===== src/rtl/fp16_pkg.sv =====
// fp16_pkg -- shared constants and types for the FP16 to fixed-point converter.
// Holds the binary16 field widths, exponent bias/limits, the converter FSM
// state encoding, the operand class encoding and the packed field struct.
package fp16_pkg;

  localparam int FP16_W   = 16;
  localparam int EXP_W    = 5;
  localparam int MANT_W   = 10;
  localparam int SIG_W    = MANT_W + 1;   // significand including hidden bit
  localparam int EXP_BIAS = 15;
  localparam int EXP_MAX  = 31;

  typedef enum logic [1:0] {
    ST_IDLE  = 2'd0,
    ST_SHIFT = 2'd1,
    ST_DONE  = 2'd2
  } fsm_state_e;

  typedef enum logic [2:0] {
    FP_ZERO = 3'd0,
    FP_SUB  = 3'd1,
    FP_NORM = 3'd2,
    FP_INF  = 3'd3,
    FP_NAN  = 3'd4
  } fp16_class_e;

  typedef struct packed {
    logic              sign;
    logic [EXP_W-1:0]  exp;
    logic [MANT_W-1:0] mant;
  } fp16_t;

endpackage


===== src/rtl/fp16_unpack.sv =====
// fp16_unpack -- combinational binary16 field decoder.
// Classifies the operand and produces the sign, the effective exponent
// (subnormals use exponent 1) and the 11-bit significand with hidden bit.
module fp16_unpack
  import fp16_pkg::*;
(
  input  logic [FP16_W-1:0] op,
  output logic              sign,
  output fp16_class_e       op_class,
  output logic [EXP_W-1:0]  e_eff,
  output logic [SIG_W-1:0]  sig
);

  fp16_t f;
  assign f = op;

  assign sign  = f.sign;
  assign e_eff = f.exp + EXP_W'(f.exp == '0);
  assign sig   = {|f.exp, f.mant};

  // Operand classification from the exponent and mantissa fields.
  always_comb begin
    // NOTE: every always_comb output gets a default first, so no path leaves it unassigned and no latch is inferred.
    op_class = FP_NORM;
    if (f.exp == EXP_W'(EXP_MAX)) begin
      op_class = (f.mant == '0) ? FP_INF : FP_NAN;
    end else if (f.exp == '0) begin
      op_class = (f.mant == '0) ? FP_ZERO : FP_SUB;
    end
  end

endmodule


===== src/rtl/fp16_to_fix.sv =====
// fp16_to_fix -- converts one IEEE-754 binary16 operand to signed fixed point
// (OUT_W bits, FRAC_W fractional bits) with a serial one-bit-per-cycle shifter.
// Handshake: valid/ready on both sides, one result in flight at a time.
// Optional build macro FP16_ROUND_NEAREST_EN: round-to-nearest-even on right
// shifts (guard/sticky tracking); otherwise right shifts truncate toward zero.
module fp16_to_fix
  import fp16_pkg::*;
#(
  parameter int OUT_W  = 16,
  parameter int FRAC_W = 4
) (
  input  logic              clk,
  input  logic              rst,
  input  logic              in_valid,
  output logic              in_ready,
  input  logic [15:0]       in_data,
  output logic              out_valid,
  input  logic              out_ready,
  output logic [OUT_W-1:0]  out_data,
  output logic              out_ovf,
  output logic              out_nan
);

  localparam logic [1:0] IDLE  = ST_IDLE;
  localparam logic [1:0] SHIFT = ST_SHIFT;
  localparam logic [1:0] DONE  = ST_DONE;

  // Shift count never needs to exceed the point where the magnitude is gone.
  localparam int CAP   = OUT_W + SIG_W;
  localparam int CNT_W = $clog2(CAP + 1);

  localparam logic [OUT_W-1:0] POS_MAX = {1'b0, {(OUT_W-1){1'b1}}};
  localparam logic [OUT_W-1:0] NEG_MIN = {1'b1, {(OUT_W-1){1'b0}}};

  logic [1:0]       state;
  logic [CNT_W-1:0] cnt;
  logic [OUT_W-1:0] mag;
  logic             left_q;
  logic             sign_q;
  logic             inf_q;
  logic             nan_q;
  logic             ovf_sticky;   // a 1 has left the top of the magnitude
`ifdef FP16_ROUND_NEAREST_EN
  logic             guard_q;      // last bit shifted out on the right
  logic             rsticky_q;    // OR of all earlier right-shifted bits
`endif

  // Operand decode.
  logic              u_sign;
  fp16_class_e       u_class;
  logic [EXP_W-1:0]  u_e_eff;
  logic [SIG_W-1:0]  u_sig;

  fp16_unpack u_unpack (
    .op       (in_data),
    .sign     (u_sign),
    .op_class (u_class),
    .e_eff    (u_e_eff),
    .sig      (u_sig)
  );

  // sh = e_eff - bias - mantissa width + FRAC_W, held in 8-bit two's complement.
  logic [7:0]       sh_raw;
  logic [7:0]       sh_abs;
  logic             sh_left;
  logic             special;
  logic [CNT_W-1:0] cnt_load;

  assign sh_raw   = 8'(u_e_eff) + 8'(FRAC_W) - 8'(EXP_BIAS + MANT_W);
  assign sh_left  = ~sh_raw[7];
  assign sh_abs   = sh_raw[7] ? (~sh_raw + 8'd1) : sh_raw;
  assign special  = (u_class == FP_ZERO) || (u_class == FP_INF) || (u_class == FP_NAN);
  assign cnt_load = special        ? '0 :
                    (sh_abs > 8'(CAP)) ? CNT_W'(CAP) : CNT_W'(sh_abs);

  // Final magnitude, optionally rounded to nearest-even, one bit wider so a
  // round-up carry is seen by the saturation check.
  logic [OUT_W:0] mag_fin;
`ifdef FP16_ROUND_NEAREST_EN
  logic round_up;
  assign round_up = guard_q & (rsticky_q | mag[0]);
  assign mag_fin  = {1'b0, mag} + (OUT_W+1)'(round_up);
`else
  assign mag_fin  = {1'b0, mag};
`endif

  logic [OUT_W-1:0] res_data;
  logic             res_ovf;
  logic             res_nan;

  // Apply sign, saturation and special-operand results to the final magnitude.
  always_comb begin
    res_data = '0;
    res_ovf  = 1'b0;
    res_nan  = 1'b0;
    if (nan_q) begin
      res_nan = 1'b1;
    end else if (inf_q) begin
      res_data = sign_q ? NEG_MIN : POS_MAX;
      res_ovf  = 1'b1;
    end else if (sign_q) begin
      if (ovf_sticky || (mag_fin > {1'b0, NEG_MIN})) begin
        res_data = NEG_MIN;
        res_ovf  = 1'b1;
      end else begin
        res_data = '0 - mag_fin[OUT_W-1:0];
      end
    end else begin
      if (ovf_sticky || (mag_fin > {1'b0, POS_MAX})) begin
        res_data = POS_MAX;
        res_ovf  = 1'b1;
      end else begin
        res_data = mag_fin[OUT_W-1:0];
      end
    end
  end

  // FSM, serial shifter and result registers.
  always_ff @(posedge clk) begin
    // NOTE: sequential state uses non-blocking assignments so every register samples pre-edge values.
    if (rst) begin
      state      <= IDLE;
      cnt        <= '0;
      mag        <= '0;
      left_q     <= 1'b0;
      sign_q     <= 1'b0;
      inf_q      <= 1'b0;
      nan_q      <= 1'b0;
      ovf_sticky <= 1'b0;
      out_data   <= '0;
      out_ovf    <= 1'b0;
      out_nan    <= 1'b0;
`ifdef FP16_ROUND_NEAREST_EN
      guard_q    <= 1'b0;
      rsticky_q  <= 1'b0;
`endif
    end else begin
      case (state)
        IDLE: begin
          if (in_valid) begin
            state      <= SHIFT;
            mag        <= OUT_W'(u_sig);
            cnt        <= cnt_load;
            left_q     <= sh_left;
            sign_q     <= u_sign;
            inf_q      <= (u_class == FP_INF);
            nan_q      <= (u_class == FP_NAN);
            ovf_sticky <= 1'b0;
`ifdef FP16_ROUND_NEAREST_EN
            guard_q    <= 1'b0;
            rsticky_q  <= 1'b0;
`endif
          end
        end
        SHIFT: begin
          if (cnt != '0) begin
            cnt <= cnt - CNT_W'(1);
            if (left_q) begin
              ovf_sticky <= ovf_sticky | mag[OUT_W-1];
              mag        <= mag << 1;
            end else begin
              mag        <= mag >> 1;
`ifdef FP16_ROUND_NEAREST_EN
              guard_q    <= mag[0];
              rsticky_q  <= rsticky_q | guard_q;
`endif
            end
          end else begin
            state    <= DONE;
            out_data <= res_data;
            out_ovf  <= res_ovf;
            out_nan  <= res_nan;
          end
        end
        DONE: begin
          if (out_ready) state <= IDLE;
        end
        default: state <= IDLE;
      endcase
    end
  end

  assign in_ready  = (state == IDLE);
  assign out_valid = (state == DONE);

endmodule


===== config.mk =====
export PLATFORM = sky130hd
export DESIGN_NAME = fp16_to_fix
export DESIGN_NICKNAME = d
export VERILOG_FILES = /design/src/rtl/fp16_pkg.sv /design/src/rtl/fp16_unpack.sv /design/src/rtl/fp16_to_fix.sv
export SDC_FILE = /design/constraint.sdc
export NUM_CORES = 1
export LEC_CHECK = 0
export CORE_MARGIN = 5
export CORE_UTILIZATION = 50
export CTS_BUF_LIST = sky130_fd_sc_hd__clkbuf_4 sky130_fd_sc_hd__clkbuf_8
export DETAILED_ROUTE_END_ITERATION = 6
export PLACE_DENSITY_LB_ADDON = 0.08
export SYNTH_ARGS = -nofsm -noshare
export SYNTH_HDL_FRONTEND = slang
export SYNTH_SLANG_ARGS = --single-unit

===== constraint.sdc =====
create_clock -name clk -period 3.8 [get_ports clk]
set_clock_uncertainty 0.1 [all_clocks]
set_input_delay 0.76 -clock clk [delete_from_list [all_inputs] [get_ports clk]]
set_output_delay 0.76 -clock clk [all_outputs]
set_load 0.02 [all_outputs]

## Word-level counts from Yosys, hierarchy flattened

Index checks and enable logic that the tools add are counted.

- ROM bits: 0
- Memories: 0
- Latch bits: 0
- Logic and storage cells: 84
- RAM bits: 0
- Bits of input ports: 20
- Register bits after elaboration: 46

- Shift operators: 0
- Divide/modulo/power cells: 0
- Reduce and logical (&&, ||, !) cells: 16
- Add/subtract/negate cells: 6
- Bitwise operators: 4
- Order comparisons: 3
- Muxes and demuxes: 34
- Multipliers: 0
- Eq/ne operators: 10

Operator list:

| cell | count |
|---|---|
| $mux W16 | 9 |
| $pmux W16 S2 | 1 |
| $mux W5 | 4 |
| $gt A16 B15 Y1 const B | 1 |
| $gt A16 B16 Y1 const B | 1 |
| $sub A1 B16 Y16 const A | 1 |
| $logic_not A10 Y1 | 1 |
| $mux W1 | 10 |
| $pmux W5 S2 | 1 |
| $mux W3 | 3 |
| $add A8 B1 Y8 const B | 1 |
| $gt A8 B5 Y1 const B | 1 |
| $mux W8 | 1 |
| $ne A2 B2 Y1 const B | 4 |
| $not A8 Y8 | 1 |
| $sub A6 B5 Y7 const B | 1 |
| $add A5 B3 Y6 const B | 1 |
| $mux W2 | 3 |
| $pmux W2 S3 | 1 |
| $reduce_and A3 Y1 | 2 |
| $add A5 B1 Y5 | 1 |
| $eq A5 B5 Y1 const B | 1 |
| $logic_not A5 Y1 | 1 |
| $reduce_bool A5 Y1 | 1 |
| other kinds (16) | 21 |

## Logic depth before layout (Yosys ltp)

Gate-level depths: netlist (run 1).

- Depth after elaboration: 12
- Depth in mapped cells: 15
- Depth with buffers taken out: 14

## Modules after synthesis

A second synthesis (run 1) with hierarchy kept.

- Cells, all modules: 426
- Area, all modules: 3283.1 um^2

Modules (own cells, without submodules):

| module | cells an instance | area each (um^2) | instances | seq. area each (um^2) |
|---|---|---|---|---|
| fp16_to_fix | 394 | 3047.9 | 1 | 920.9 |
| fp16_unpack | 32 | 235.2 | 1 | 0.0 |

## Least setup slack after synthesis (run 1)

Ideal clock, no wire load.

- Path type: input-to-reg
- Start: input in_data[13]
- End: register cnt[4]
- Slack: -0.212 ns
- Data arrival time: 3.827 ns
- Stages on the path: 15
- Cells stage by stage: buf_2 or4_1 nor2_1 ha_1 ha_1 xnor2_1 inv_1 ha_1 a21o_1 a21oi_1 o21ai_0 or3b_1 o221ai_1 o21ai_0 a211oi_1

- Cells in the longest elaborated chain, start to end: 12
- Elaborated cells between the ends (all ways): 20
- Classes of those cells: add/sub (4); order compare (1); eq/ne (3); mux (7); bitwise (1); reduce/logical (4)

RTL lines:

| what | RTL line | text |
|---|---|---|
| start, declared | fp16_to_fix.sv:16 | `input logic [15:0] in_data,` |
| $logic_not A5 Y1 | fp16_unpack.sv:18, fp16_unpack.sv:27 |  |
| $add A5 B1 Y5 | fp16_unpack.sv:18 | `assign e_eff = f.exp + EXP_W'(f.exp == '0);` |
| $add A5 B3 Y6 | fp16_to_fix.sv:69 | `assign sh_raw = 8'(u_e_eff) + 8'(FRAC_W) - 8'(EXP_BIAS + MANT_W);` |
| $sub A6 B5 Y7 | fp16_to_fix.sv:69 |  |
| $not A8 Y8 | fp16_to_fix.sv:71 | `assign sh_abs = sh_raw[7] ? (~sh_raw + 8'd1) : sh_raw;` |
| $add A8 B1 Y8 | fp16_to_fix.sv:71 |  |
| $mux W8 | fp16_to_fix.sv:71 |  |
| $gt A8 B5 Y1 | fp16_to_fix.sv:74 | `(sh_abs > 8'(CAP)) ? CNT_W'(CAP) : CNT_W'(sh_abs);` |
| $mux W5 | fp16_to_fix.sv:74 |  |
| $mux W5 * | fp16_to_fix.sv:73 | `assign cnt_load = special ? '0 :` |
| $mux W5 * | fp16_to_fix.sv:140 | `if (in_valid) begin` |
| $pmux W5 S2 * | fp16_to_fix.sv:138 | `case (state)` |
| end signal, assigned | fp16_to_fix.sv:143 | `cnt <= cnt_load;` |
| end signal, assigned | fp16_to_fix.sv:157 | `cnt <= cnt - CNT_W'(1);` |
| end, declared | fp16_to_fix.sv:36 | `logic [CNT_W-1:0] cnt;` |

Mark *: on every way between the ends. The rest lies on a longest branch, timed or not. The select of a mux whose other input is x is not followed.
A chain may end at the register's enable or synchronous reset.

## Worst setup path in the final report (run 1)

- Start: input in_data[12]
- End: register cnt[3]

The elaborated chain is that of the path after synthesis.

==> flow_metrics.env, run 1 <==
export IMPL_drcViolationCount=0
export IMPL_portBuffers=39
export IMPL_slew_viol_final=0
export IMPL_power_density_nw_per_um2=409.3
export IMPL_cts_buffers=5
export IMPL_synth_ff_type="dfxtp_1"
export IMPL_path_max_fanout=5
export IMPL_wirelength_um=7751
export IMPL_clkTransAtPathRegs_ps=90
export IMPL_cts_sinks=46
export IMPL_die_w_um=88.78
export IMPL_path_cells="clkdlybuf4s50_1, or4_4, nor2_4, ha_4, ha_4, xnor2_2, inv_2, ha_1, a21o_1, a21oi_2, o21ai_1, or3b_1, o221ai_4, o21ai_1, a211oi_1"
export IMPL_path_class="in -> reg"
export IMPL_core_area_um2=5991
export IMPL_antenna_found_initial=0
export IMPL_cts_htree_levels=2
export IMPL_drt_iter0_drc=189
export IMPL_finalNetCount=465
export IMPL_fmax_mhz=268.7
export IMPL_synthCells=393
export IMPL_final_area_um2=3891
export IMPL_firstDrtPassIters=4
export IMPL_max_vdd_ir_drop_v=0.0002722
export IMPL_utilization_pct=64.95
export IMPL_syn2layout_area_growth_pct=25.40
export IMPL_synth_seq_cells=46
export IMPL_start_kind="primary input"
export IMPL_num_antenna_cells=0
export IMPL_yosysWarnings=0
export IMPL_gp_congestion=0.8757
export IMPL_synthesis_nets=423
export IMPL_cp_slowest_stage_delay_ps=540
export IMPL_grt_max_degree=29
export IMPL_synth_async_reset_ratio_pct=0
export IMPL_ys_types=65
export IMPL_finalHoldViolCount=0
export IMPL_dpl_cell_area_um2=3679
export IMPL_drive_gt1_share_pct=16.28
export IMPL_track_usage_pct=21.01
export IMPL_vias=2960
export IMPL_slowest_stage="or4_4"
export IMPL_wl_per_cell_um=15.17
export IMPL_final_cells=511
export IMPL_avgSynthCellArea_um2=7.896
export IMPL_layout_common_cells="nand2_1, a21oi_1, dfxtp_1, clkdlybuf4s50_1"
export IMPL_synth_edff_count=0
export IMPL_viasPerCell=5.793
export IMPL_min_path_type="reg -> reg"
export IMPL_rows=28
export IMPL_cp_required_ps=3920
export IMPL_post_place_cells=501
export IMPL_dp_hpwl_um=5800
export IMPL_synth_area_um2=3103
export IMPL_setup_viol=0
export IMPL_grt_pass1_vias=2947
export IMPL_fin_crit_sh_pct=97.95
export IMPL_slew_headroom_pct=39.71
export IMPL_critPathCaptureType="register"
export IMPL_period_needed_ps=3722
export IMPL_antenna_left=0
export IMPL_die_h_um=88.78
export IMPL_ios=40
export IMPL_final_common_cell="nand2_1"
export IMPL_drv_cap=0
export IMPL_grt_pass1_wl_um=13390
export IMPL_dieArea_um2=7881
export IMPL_cts_tree="done"
export IMPL_clkLatencyLatePin_ps=300
export IMPL_power_leakage_uw=0.001417
export IMPL_crit_arrival_ps=3840
export IMPL_clockBufferDepth=2
export IMPL_status="complete, no violations"
export IMPL_start_util_pct=51.80
export IMPL_ys_seq_area_share_pct=29.68
export IMPL_clockRootBuffer="clkbuf_8"
export IMPL_worst_pin_slew_ps=903.1
export IMPL_grt_remaining_overflow=0
timing repair:
| item | 4_1_cts | 5_1_grt |
|---|---|---|
| resized for setup | 1 | 18 |
| endpoints found under the setup margin | 1 | 5 |
| buffers inserted | 1 | 1 |
| hold buffers | 0 | 0 |
| gates cloned | 0 | 0 |
| pin swaps | 1 | 6 |
state kept, by name (all words and copies together), names as in the netlist:
register,cells
cnt,5
inf_q,1
left_q,1
mag,16
nan_q,1
out_data,16
out_nan,1
out_ovf,1
ovf_sticky,1
sign_q,1
state,2
path summary, 6_finish.rpt:
kind	from	to	slack, ps	cells past startpoint
worst max-delay path	in_data[12]	cnt[3]$_SDFFE_PP0P_	80	15
worst min-delay path	out_data[14]$_SDFFE_PP0P_	out_data[14]$_SDFFE_PP0P_	350	2
worst max register to register	mag[6]$_SDFFE_PP0P_	out_data[15]$_SDFFE_PP0P_	1510	7
worst min register to register	out_data[14]$_SDFFE_PP0P_	out_data[14]$_SDFFE_PP0P_	350	2
cell families (layout without fill, tap and decap cells):
| logic type | count (synthesis) | count (layout) | share of synthesized area [%] |
|---|---|---|---|
| mux | 15 | 15 | 4.839 |
| fa+ha+maj | 10 | 10 | 4.032 |
| flops | 46 | 46 | 29.68 |
| buf+inv | 42 | 85 | 5.645 |
| xor+xnor | 18 | 18 | 6.170 |
| simple gates | 140 | 140 | 23.23 |
| compound gates | 122 | 122 | 26.41 |
synthesized netlist by cell type, types with 2 or more instances:
cell type   n  share of area, %
nand2_1    55               6.7
ha_1       10               4.0
o221ai_1    2              0.56
a211o_1     4               1.1
a21oi_1    48               7.7
clkbuf_1   23               2.8
a221oi_2    2              0.97
o21ai_1     5              0.81
inv_1      10               1.2
or4_1       3              0.73
buf_1       2              0.24
a21o_1      4              0.97
a211oi_1    7               1.7
mux2i_1    15               4.8
dfxtp_1    46                30
nand3_1     6              0.97
a221oi_1    6               1.7
a22o_1      4               1.1
nand2b_1    4              0.81
buf_2       5              0.81
xor2_1      7               2.0
or3_1       2              0.40
nor2b_1     5               1.0
nor3_1     10               1.6
nor2_1     29               3.5
nor4_1      6               1.2
xnor2_1     9               2.5
o211ai_1    9               2.2
nand4_1     3              0.60
o21ai_0    17               2.7
routing by layer:
layer	track usage (%)	up-vias	share of wire (%)
li1	-	1515	-
met1	25.31	1398	45
met2	38.66	37	51
met3	3.352	10	2.9
met4	5.082	0	1.0
met5	0	-	0
through the flow:
step	setup TNS [ps]	hold slack (ps)	power, uW	setup WS, ps
2_1_floorplan	0	376.9	1058	0.5358
3_3_place_gp	-1004	330.2	1198	-249.4
3_5_place_dp	-1341	341.2	1209	-324.0
4_1_cts	0	354.6	1586	2.612
5_1_grt	-44.64	385.5	1707	-31.83
6_report	0	347.4	1593	77.85
power breakdown:
| part | switching, uW | internal, uW | total [uW] |
|---|---|---|---|
| registers | 79.0 | 527 | 606 |
| clock network | 172 | 197 | 369 |
| logic | 338 | 280 | 618 |
cell type report:
cell class | count | area [um^2]
Multi-Input combinational cell | 305 | 2126
Fill cell | 529 | 2100
Sequential cell | 46 | 920.9
Timing Repair Buffer | 67 | 600.6
Tap cell | 75 | 93.84
Clock buffer | 5 | 68.82
Clock inverter | 3 | 43.79
Inverter | 10 | 37.54
worst max-delay path: cells and delay by family:
kind | cells | cell delay, ps
compound gates | 6 | 850
buf+inv | 2 | 500
fa+ha+maj | 3 | 500
xor+xnor | 1 | 120
simple gates | 3 | 1090
(Power assumes the default switching activity.)
==> run 2, diff against run 1 <==
--- a/config.mk
+++ b/config.mk
@@ -9,7 +9,8 @@
 export CORE_UTILIZATION = 50
 export CTS_BUF_LIST = sky130_fd_sc_hd__clkbuf_4 sky130_fd_sc_hd__clkbuf_8
 export DETAILED_ROUTE_END_ITERATION = 6
-export PLACE_DENSITY_LB_ADDON = 0.08
+export PLACE_DENSITY = 0.86
 export SYNTH_ARGS = -nofsm -noshare
 export SYNTH_HDL_FRONTEND = slang
 export SYNTH_SLANG_ARGS = --single-unit
+export TNS_END_PERCENT = 30
==> run 2 against run 1 <==
Final cell count is 1.8% lower. Sequential cell count stayed put. Non-clock buffer count is 9 lower.
==> flow_metrics.env, run 2 (same netlist as run 1, synthesis figures left out) <==
export IMPL_status="complete, no violations"
export IMPL_utilization_pct=63.30
export IMPL_ff2ff_path_depth=8
export IMPL_clockBufferDepth=2
export IMPL_grt_pass1_vias=2846
export IMPL_fillCellCount=495
export IMPL_register_area_um2=920.9
export IMPL_whs_path_depth=2
export IMPL_critPathCaptureType="register"
export IMPL_crit_family="simple AND/OR/NAND/NOR gates"
export IMPL_start_util_pct=51.80
export IMPL_pre_cts_ws_ps=-346.0
export IMPL_num_antenna_cells=0
export IMPL_tns_ps=0
export IMPL_grt_pass1_wl_um=13230
export IMPL_cts_buffers=5
export IMPL_drcViolationCount=0
export IMPL_fmax_mhz=268.9
export IMPL_timing_rr_start="cnt[0]$_SDFFE_PP0P_"
export IMPL_cp_required_ps=3930
export IMPL_dieArea_um2=7881
export IMPL_gp_congestion=0.9458
export IMPL_path_common_cell="ha_2"
export IMPL_layout_common_cells="nand2_1, a21oi_1, dfxtp_1, clkdlybuf4s50_1, nor2_1"
export IMPL_path_class="in -> reg"
export IMPL_critPathBufInv=2
export IMPL_grt_remaining_overflow=0
export IMPL_grt_max_degree=28
export IMPL_slew_headroom_pct=35.62
export IMPL_drt_iter0_drc=196
export IMPL_worst_pin_slew_ps=965.8
export IMPL_min_from="out_data[14]$_SDFFE_PP0P_"
export IMPL_cp_slowest_stage_delay_ps=530
export IMPL_drive_gt1_share_pct=14.05
export IMPL_track_usage_pct=21.12
export IMPL_syn2layout_area_growth_pct=22.22
export IMPL_wl_per_cell_um=15.97
export IMPL_ios=40
export IMPL_finalNetCount=456
export IMPL_multi_input_area_um2=2112
export IMPL_power_leakage_uw=0.001346
export IMPL_max_vdd_ir_drop_v=0.0002168
export IMPL_rows=28
export IMPL_core_area_um2=5991
export IMPL_ctsHoldBuffers=0
export IMPL_min_path_type="reg -> reg"
export IMPL_firstDrtPassIters=4
export IMPL_antenna_found_initial=0
export IMPL_worst_hold_slack_ps=351.9
export IMPL_setup_viol=0
export IMPL_vias=3048
export IMPL_die_w_um=88.78
export IMPL_clkLatencyLatePin_ps=310
export IMPL_final_common_cell="nand2_1"
export IMPL_cts_htree_levels=2
export IMPL_drv_cap=0
export IMPL_viasPerCell=6.072
export IMPL_rsz0062_at_grt="yes"
export IMPL_slowest_stage="or4_1"
export IMPL_reg_largest_list="mag: 16 flops, out_data: 16 flops, cnt: 5 flops"
export IMPL_cts_sinks=46
export IMPL_finalHoldViolCount=0
export IMPL_path_max_fanout=5
export IMPL_die_h_um=88.78
export IMPL_slew_viol_final=0
export IMPL_antenna_left=0
export IMPL_start_kind="primary input"
export IMPL_crit_arrival_ps=3850
export IMPL_r2r_end="out_data[11]$_SDFFE_PP0P_"
export IMPL_crit_start="in_data[11]"
export IMPL_cts_tree="done"
export IMPL_clkTransAtPathRegs_ps=90
export IMPL_power_density_nw_per_um2=406.9
export IMPL_portBuffers=39
export IMPL_whs_endpoint="out_data[14]$_SDFFE_PP0P_"
export IMPL_fin_crit_sh_pct=97.85
export IMPL_finalWorstSetupSlack_ps=81.69
export IMPL_dp_hpwl_um=5852
export IMPL_period_needed_ps=3718
export IMPL_clockRootBuffer="clkbuf_8"
export IMPL_ff2ff_setup_slack_ps=1430
export IMPL_wirelength_um=8017
export IMPL_path_cells="clkdlybuf4s50_1, or4_1, nor2_2, ha_2, ha_4, xnor2_4, inv_2, ha_2, a21o_1, a21oi_2, o21ai_0, or3b_4, o221ai_4, o21ai_1, a211oi_1"
-- run 2: cell count changes in the layout (fill, tap and decap cells not counted), sizes merged --
cell      previous run  this run
clkinv               1         0
buf                 28        19
bufinv               1         0
clkinvlp             0         2
-- run 2: power breakdown --
| part | internal, uW | switching, uW |
|---|---|---|
| Combinational | 273 | 347 |
| Sequential | 527 | 81.1 |
| Clock | 132 | 183 |
| Total | 932 | 611 |
-- run 2: how the worst max path moves through the flow --
stage	slack [ps]	end	cells after the start
floorplan	-4	cnt[3]$_SDFFE_PP0P_	15
finish	80	cnt[3]$_SDFFE_PP0P_	15
CTS	6	cnt[3]$_SDFFE_PP0P_	15
global route	-70	cnt[3]$_SDFFE_PP0P_	15
global placement	-250	cnt[3]$_SDFFE_PP0P_	15
detailed placement	-350	cnt[3]$_SDFFE_PP0P_	15
-- run 2: what timing repair did --
action / CTS / global route
pin swaps: 1 / 7
setup buffers: 0 / 0
gates resized for setup: 0 / 18
setup endpoints to repair: 1 / 5
-- run 2: cell type report --
type / count / area share (%)
inverter: 10 / 1.056
multi-input combinational: 305 / 55.69
sequential: 46 / 24.28
clock buffer: 5 / 1.815
clock inverter: 3 / 0.6269
timing repair buffer: 58 / 14.05
tap: 75 / 2.474
-- run 2: metrics by stage --
stage | cells | instance area [um^2] | power [uW]
final | 502 | 3792 | 1543
after global routing | 502 | 3792 | 1642
after CTS | 502 | 3719 | 1527
after detailed placement | 494 | 3626 | 1213
after global placement | 494 | 3626 | 1186
after floorplan | 393 | 3134 | 1057
-- run 2: per-layer routing --
layer,GRT usage [%],routed length (um),up-vias
met5,0,0,-
met4,6.319,99,0
met2,35.16,3809,113
met3,3.538,534,7
li1,-,-,1490
met1,27.96,3573,1438
-- run 2: tightest hold or removal path: cells and delay by family (launching register included) --
kind          cells  cell delay [ps]
flops             1              320
simple gates      2               90
